<file path="config.mk">
export PLATFORM = sky130hd
export DESIGN_NAME = id_ex_latch
export DESIGN_NICKNAME = d
export VERILOG_FILES = /design/src/rtl/id_ex_latch.sv
export SDC_FILE = /design/constraint.sdc
export NUM_CORES = 1
export LEC_CHECK = 0
export CORE_ASPECT_RATIO = 1.5
export CORE_MARGIN = 1.5
export CORE_UTILIZATION = 35
export CTS_CLUSTER_SIZE = 28
export DETAILED_ROUTE_END_ITERATION = 16
export PLACE_DENSITY = 0.7
export SYNTH_ARGS = -nofsm -noshare
export SYNTH_HDL_FRONTEND = slang
export SYNTH_SLANG_ARGS = --single-unit
export TNS_END_PERCENT = 50
</file>
<file path="constraint.sdc">
create_clock -name i_clock -period 4.5 [get_ports i_clock]
set_clock_uncertainty 0.1 [all_clocks]
set_input_delay 0.675 -clock i_clock [delete_from_list [all_inputs] [get_ports i_clock]]
set_output_delay 0.675 -clock i_clock [all_outputs]
set_load 0.01 [all_outputs]
</file>
<file path="src/rtl/id_ex_latch.sv">
// ID/EX pipeline register with load-use hazard detection. Latency 1 cycle; o_stall is combinational.
// i_enable=0 freezes the stage; flush, stall or an invalid IF/ID slot inject a bubble. ID_EX_WB_BYPASS_EN forwards writeback data into captured operands.
module id_ex_latch #(
  parameter int NB_DATA = 32,
  parameter int NB_REG  = 5,
  parameter int NB_CTRL = 12
) (
  input  logic               i_clock,
  input  logic               i_reset,
  input  logic               i_enable,
  input  logic               i_flush,
  input  logic               i_valid,
  input  logic [NB_DATA-1:0] i_data_ra,
  input  logic [NB_DATA-1:0] i_data_rb,
  input  logic [NB_DATA-1:0] i_imm,
  input  logic [NB_DATA-1:0] i_pc4,
  input  logic [NB_REG-1:0]  i_rs,
  input  logic [NB_REG-1:0]  i_rt,
  input  logic [NB_REG-1:0]  i_rd,
  input  logic [NB_CTRL-1:0] i_ctrl,
  input  logic               i_wb_we,
  input  logic [NB_REG-1:0]  i_wb_addr,
  input  logic [NB_DATA-1:0] i_wb_data,
  output logic               o_stall,
  output logic               o_valid,
  output logic [NB_DATA-1:0] o_data_ra,
  output logic [NB_DATA-1:0] o_data_rb,
  output logic [NB_DATA-1:0] o_imm,
  output logic [NB_DATA-1:0] o_pc4,
  output logic [NB_REG-1:0]  o_rs,
  output logic [NB_REG-1:0]  o_rt,
  output logic [NB_REG-1:0]  o_rd,
  output logic [NB_CTRL-1:0] o_ctrl
);

  typedef struct packed {
    logic               valid;
    logic [NB_DATA-1:0] data_ra;
    logic [NB_DATA-1:0] data_rb;
    logic [NB_DATA-1:0] imm;
    logic [NB_DATA-1:0] pc4;
    logic [NB_REG-1:0]  rs;
    logic [NB_REG-1:0]  rt;
    logic [NB_REG-1:0]  rd;
    logic [NB_CTRL-1:0] ctrl;
  } ex_t;

  ex_t ex_q;
  ex_t ex_d;
  logic [NB_DATA-1:0] op_ra;
  logic [NB_DATA-1:0] op_rb;

  // Load in EX whose destination feeds the instruction in ID; a taken flush squashes ID anyway.
  always_comb begin
    o_stall = ex_q.valid & ex_q.ctrl[1] & (ex_q.rt != '0) & i_valid &
              ((ex_q.rt == i_rs) | (ex_q.rt == i_rt)) & ~i_flush;
  end

`ifdef ID_EX_WB_BYPASS_EN
  always_comb begin
    op_ra = i_data_ra;
    op_rb = i_data_rb;
    if (i_wb_we && (i_wb_addr != '0) && (i_wb_addr == i_rs)) op_ra = i_wb_data;
    if (i_wb_we && (i_wb_addr != '0) && (i_wb_addr == i_rt)) op_rb = i_wb_data;
  end
`else
  logic wb_unused;
  always_comb begin
    op_ra     = i_data_ra;
    op_rb     = i_data_rb;
    wb_unused = ^{i_wb_we, i_wb_addr, i_wb_data};
  end
`endif

  always_comb begin
    ex_d = ex_q;
    if (!i_enable) begin
      ex_d = ex_q;
    end else if (i_flush || o_stall || !i_valid) begin
      // Bubble keeps the data fields; only ctrl and valid are cleared.
      ex_d.ctrl  = '0;
      ex_d.valid = 1'b0;
    end else begin
      ex_d.valid   = 1'b1;
      ex_d.data_ra = op_ra;
      ex_d.data_rb = op_rb;
      ex_d.imm     = i_imm;
      ex_d.pc4     = i_pc4;
      ex_d.rs      = i_rs;
      ex_d.rt      = i_rt;
      ex_d.rd      = i_rd;
      ex_d.ctrl    = i_ctrl;
    end
  end

  always_ff @(posedge i_clock) begin
    if (i_reset) ex_q <= '0;
    else         ex_q <= ex_d;
  end

  always_comb begin
    o_valid   = ex_q.valid;
    o_data_ra = ex_q.data_ra;
    o_data_rb = ex_q.data_rb;
    o_imm     = ex_q.imm;
    o_pc4     = ex_q.pc4;
    o_rs      = ex_q.rs;
    o_rt      = ex_q.rt;
    o_rd      = ex_q.rd;
    o_ctrl    = ex_q.ctrl;
  end

endmodule

</file>
Yosys cells after proc, flatten, opt, wreduce, memory -nomap -nowiden:

Index checks and enable logic that the tools add are counted.

* input port bits: 198
* logic and storage cells: 26
* output and inout bits: 157
* flip-flop bits (word level): 156

* reductions and logical operators: 5
* eq/ne operators: 2
* muxes and demuxes: 2
* bitwise logic cells: 8

Operators by type and width (number)
* $mux 12: 1
* $eq 5x5->1: 2
* $and 1x1->1: 5
* $reduce_bool 5->1: 1
* $logic_or 1x1->1: 2
* $not 1->1: 2
* $reduce_and 2->1: 1
* $logic_not 1->1: 1
* $mux 1: 1
* $or 1x1->1: 1

Logic depth before layout (Yosys ltp):

* depth in word-level cells: 9
* depth in mapped cells: 8
* gate-level depth less buffers: 5

Worst setup path before layout:

OpenSTA, ideal clock, no wires.

* path type: input-to-output
* start: input i_rt[3]
* end: output o_stall
* path buffers: 3
* path slack: 1841 ps
* required time: 3725 ps
* stages: 8
* arrival: 1884 ps
* cells stage by stage: xnor2_1 -> nand3_1 -> o22ai_1 -> buf_2 -> buf_4 -> buf_2 -> nand2_1 -> nor2_1

* word-level cells in the longest chain between the ends: 4

Ends and longest elaborated chain
* from (decl): RTL line 18 `input logic [NB_REG-1:0] i_rt,`
* $eq 5x5->1: RTL line 56 `((ex_q.rt == i_rs) | (ex_q.rt == i_rt)) & ~i_flush;`
* $or 1x1->1: RTL line 56
* $and 1x1->1: RTL line 55 `o_stall = ex_q.valid & ex_q.ctrl[1] & (ex_q.rt != '0) & i_valid &`
* $and 1x1->1: RTL line 56
* to (decl): RTL line 24 `output logic o_stall,`

No other way between the ends.

Worst setup path after layout:

* start: register ex_q (netlist bit o_rt[4])
* end: output o_stall

* word-level cells in the longest chain between the ends: 5
* elaborated cells on any way between the ends: 8
* classes of those cells: eq/ne: 2; bitwise: 5; reduce/logical: 1

Ends and longest elaborated chain
* from (decl): RTL line 48 `ex_t ex_q;`
* from (signal assigned): RTL line 97 `if (i_reset) ex_q <= '0;`
* from (signal assigned): RTL line 98 `else ex_q <= ex_d;`
* $reduce_bool 5->1: RTL line 55
* $and 1x1->1 (2 in a row): RTL line 55
* $and 1x1->1 *: RTL line 55
* $and 1x1->1 *: RTL line 56

Mark *: on every way between the ends. The rest lies on a longest branch, timed or not.

==> flow_summary.ini <==
[run_status]
status = complete, no violations

[drt]
via_per_inst = 5.62
wirelength_um = 28700
drtPass1Iterations = 4
drc = 0
vias = 9014
wl_per_cell_um = 17.9
drtAntennaViolNets = 0
dr.first_iter.drc_count = 452

[hold_path]
holdCritStartpoint = o_ctrl[11]
hp-class = flop to flop
whs_endpoint = o_ctrl[11]
min_path_cells = 1

[timing]
slew_violations = 0
finalWorstSetupSlack_ns = 0.761
grt_setup_unrepaired = no
period_share = 0.831
worst_pin_slew_ns = 1.08
setup_violations = 0
post-route-min-period_ns = 3.74
final-hold-violation-count = 0
max_freq_ghz = 0.267
final.setup.tns_ns = 0
slew_headroom = 0.278

[placed_design]
place_inst = 1572
port_buffers = 316
pre_cts_ws_ns = 0.767
dpl.hpwl_um = 17800
place_congestion = 0.739

[cts]
cts_resized = 0
cts_setup_buffers = 0
numCtsBuffers = 17
h-tree-depth = 4
clock_path_buffers = 2
hold_buffers = 0
cts.clk_slew.worst_paths_ns = 0.06
cts-root-buf = clkbuf_16
cts_num_sinks = 156
cts_tree = built
clkLatencyLatePin_ns = 0.43

[cells_and_area]
fin_cells = 1604
regArea_sq_mm = 0.00312
syn_to_final_growth_pct = 40.6
drive_above_1_share = 0.0340
multi_input_area_sq_mm = 0.00567
fillers = 2543
nets = 1452

[worst_setup_path]
reg2reg_to = o_data_rb[29]
crit_type = flop to output pin
cp-startpoint = o_rt[4]
crit_path_end_kind = output pin
crit_fanout = 38
crit_arrival_ns = 2.96
required_ns = 3.72
reg2reg_depth = 7
start_kind = flop
reg2reg_slack_ns = 0.77
reg2reg_from = o_rt[4]

[die]
num_rows = 73
fp.dieArea_sq_mm = 0.0278
ios = 355
die_y_um = 203
die_x_um = 137
core_sq_mm = 0.0264
start_util = 0.355

[synthesis]
syn_inst = 1038
syn_nets = 1236
synth_edf_count = 0
seq_area_frac_synth = 0.333
ys_types = 22
synth_ff_type = dfxtp_1
syn_avg_cell_area_sq_um = 9.02
async_flop_share = 0
ys_warn_count = 0
synth-seq-cells = 156
synth_area_sq_mm = 0.00937

[job]
cap_violations = 0

[global_routing]
grt_usage = 0.199
grt_pass1_wl_um = 44700
grt_pass1_vias = 8562
grt_overflow = 0
grt_max_degree = 167
antenna_found_initial = 1

[power]
leakagePower_uw = 0.00449
ir_worst_vdd_mv = 0.242
power_density_mw_per_mm2 = 293
[power by group]
part           total (uW)  switching (uW)  internal, uW  leakage [uW]
combinational         706             303           403       0.00290
clock                1620             593          1030      0.000314
sequential           1530            62.5          1470       0.00128
total                3860             958          2900       0.00449
[critical path, cell delays in order (launching register included)]
cell	delay, ns
dfxtp_1	0.39
or4_1	0.60
o21ai_4	0.80
inv_2	0.12
nand2_1	0.12
nor2_1	0.04
clkdlybuf4s50_1	0.46
[cells in the final DEF (no fill, tap or decap), types with 2 or more instances in the layout]
| master | n |
|---|---|
| clkdlybuf4s50_1 | 315 |
| clkbuf_8 | 4 |
| buf_4 | 5 |
| nand2_1 | 146 |
| nand3_1 | 2 |
| and3_1 | 6 |
| bufinv_16 | 5 |
| a32oi_1 | 143 |
| dfxtp_1 | 156 |
| clkbuf_1 | 4 |
| clkbuf_16 | 17 |
| nor3b_1 | 281 |
| mux2i_1 | 143 |
| a22o_1 | 12 |
| clkinv_2 | 2 |
| xnor2_1 | 10 |
| nor2_1 | 2 |
| buf_12 | 5 |
[registers in the layout (all words and copies together), names as in the netlist]
name	cells
o_pc4	32
o_rt	5
o_valid	1
o_data_ra	32
o_rd	5
o_rs	5
o_ctrl	12
o_data_rb	32
o_imm	32
[how the worst max path moves through the flow]
stage	endpoint
after floorplan	o_stall
after global placement	o_data_ra[10]
after detailed placement	o_rs[3]
after CTS	o_stall
after global routing	o_data_rb[26]
final	o_stall
[kinds of logic after synthesis]
| kind of cell | after synthesis | share of synthesized area |
|---|---|---|
| AND/OR/NAND/NOR | 439 | 0.291 |
| XOR/XNOR | 10 | 0.00935 |
| buffers and inverters | 131 | 0.0638 |
| multiplexers | 143 | 0.153 |
| AO/OA/AOI/OAI | 159 | 0.149 |
| flip-flops | 156 | 0.333 |
[metrics by stage]
step | hold slack [ns] | util | power (uW) | cell area (sq um)
CTS | 0.379 | 0.499 | 3910 | 13200
global route | 0.399 | 0.499 | 4010 | 13200
floorplan | 0.409 | - | 1890 | 9370
detailed placement | 0.360 | 0.475 | 2270 | 12500
finish | 0.383 | 0.499 | 3860 | 13200
global placement | 0.355 | 0.475 | 2260 | 12500
[area by class of cell]
| type | instances | share of cell area |
|---|---|---|
| flip-flops and latches | 156 | 0.237 |
| inverters | 2 | 0.000760 |
| diodes | 1 | 0.000190 |
| well taps | 337 | 0.0320 |
| multi-input cells | 751 | 0.430 |
| clock inverters | 7 | 0.0122 |
| clock buffers | 24 | 0.0366 |
| repair buffers | 326 | 0.251 |
[metal layers]
metal | part of all wire | global-route usage | up-vias
li1 | - | - | 4349
met1 | 0.40 | 0.222 | 4362
met2 | 0.51 | 0.355 | 253
met3 | 0.057 | 0.0467 | 50
met4 | 0.034 | 0.0874 | 0
met5 | 0 | 0 | -
[cell usage after synthesis, drive strengths merged (6+ instances only)]
library cell | count | area [sq um]
buf | 48 | 287
clkbuf | 81 | 304
mux2i | 143 | 1430
xnor2 | 10 | 87.6
nand2 | 146 | 548
dfxtp | 156 | 3120
nor3b | 281 | 2110
a22o | 12 | 105
and3 | 6 | 37.5
a32oi | 143 | 1250
(Power assumes the default switching activity.)
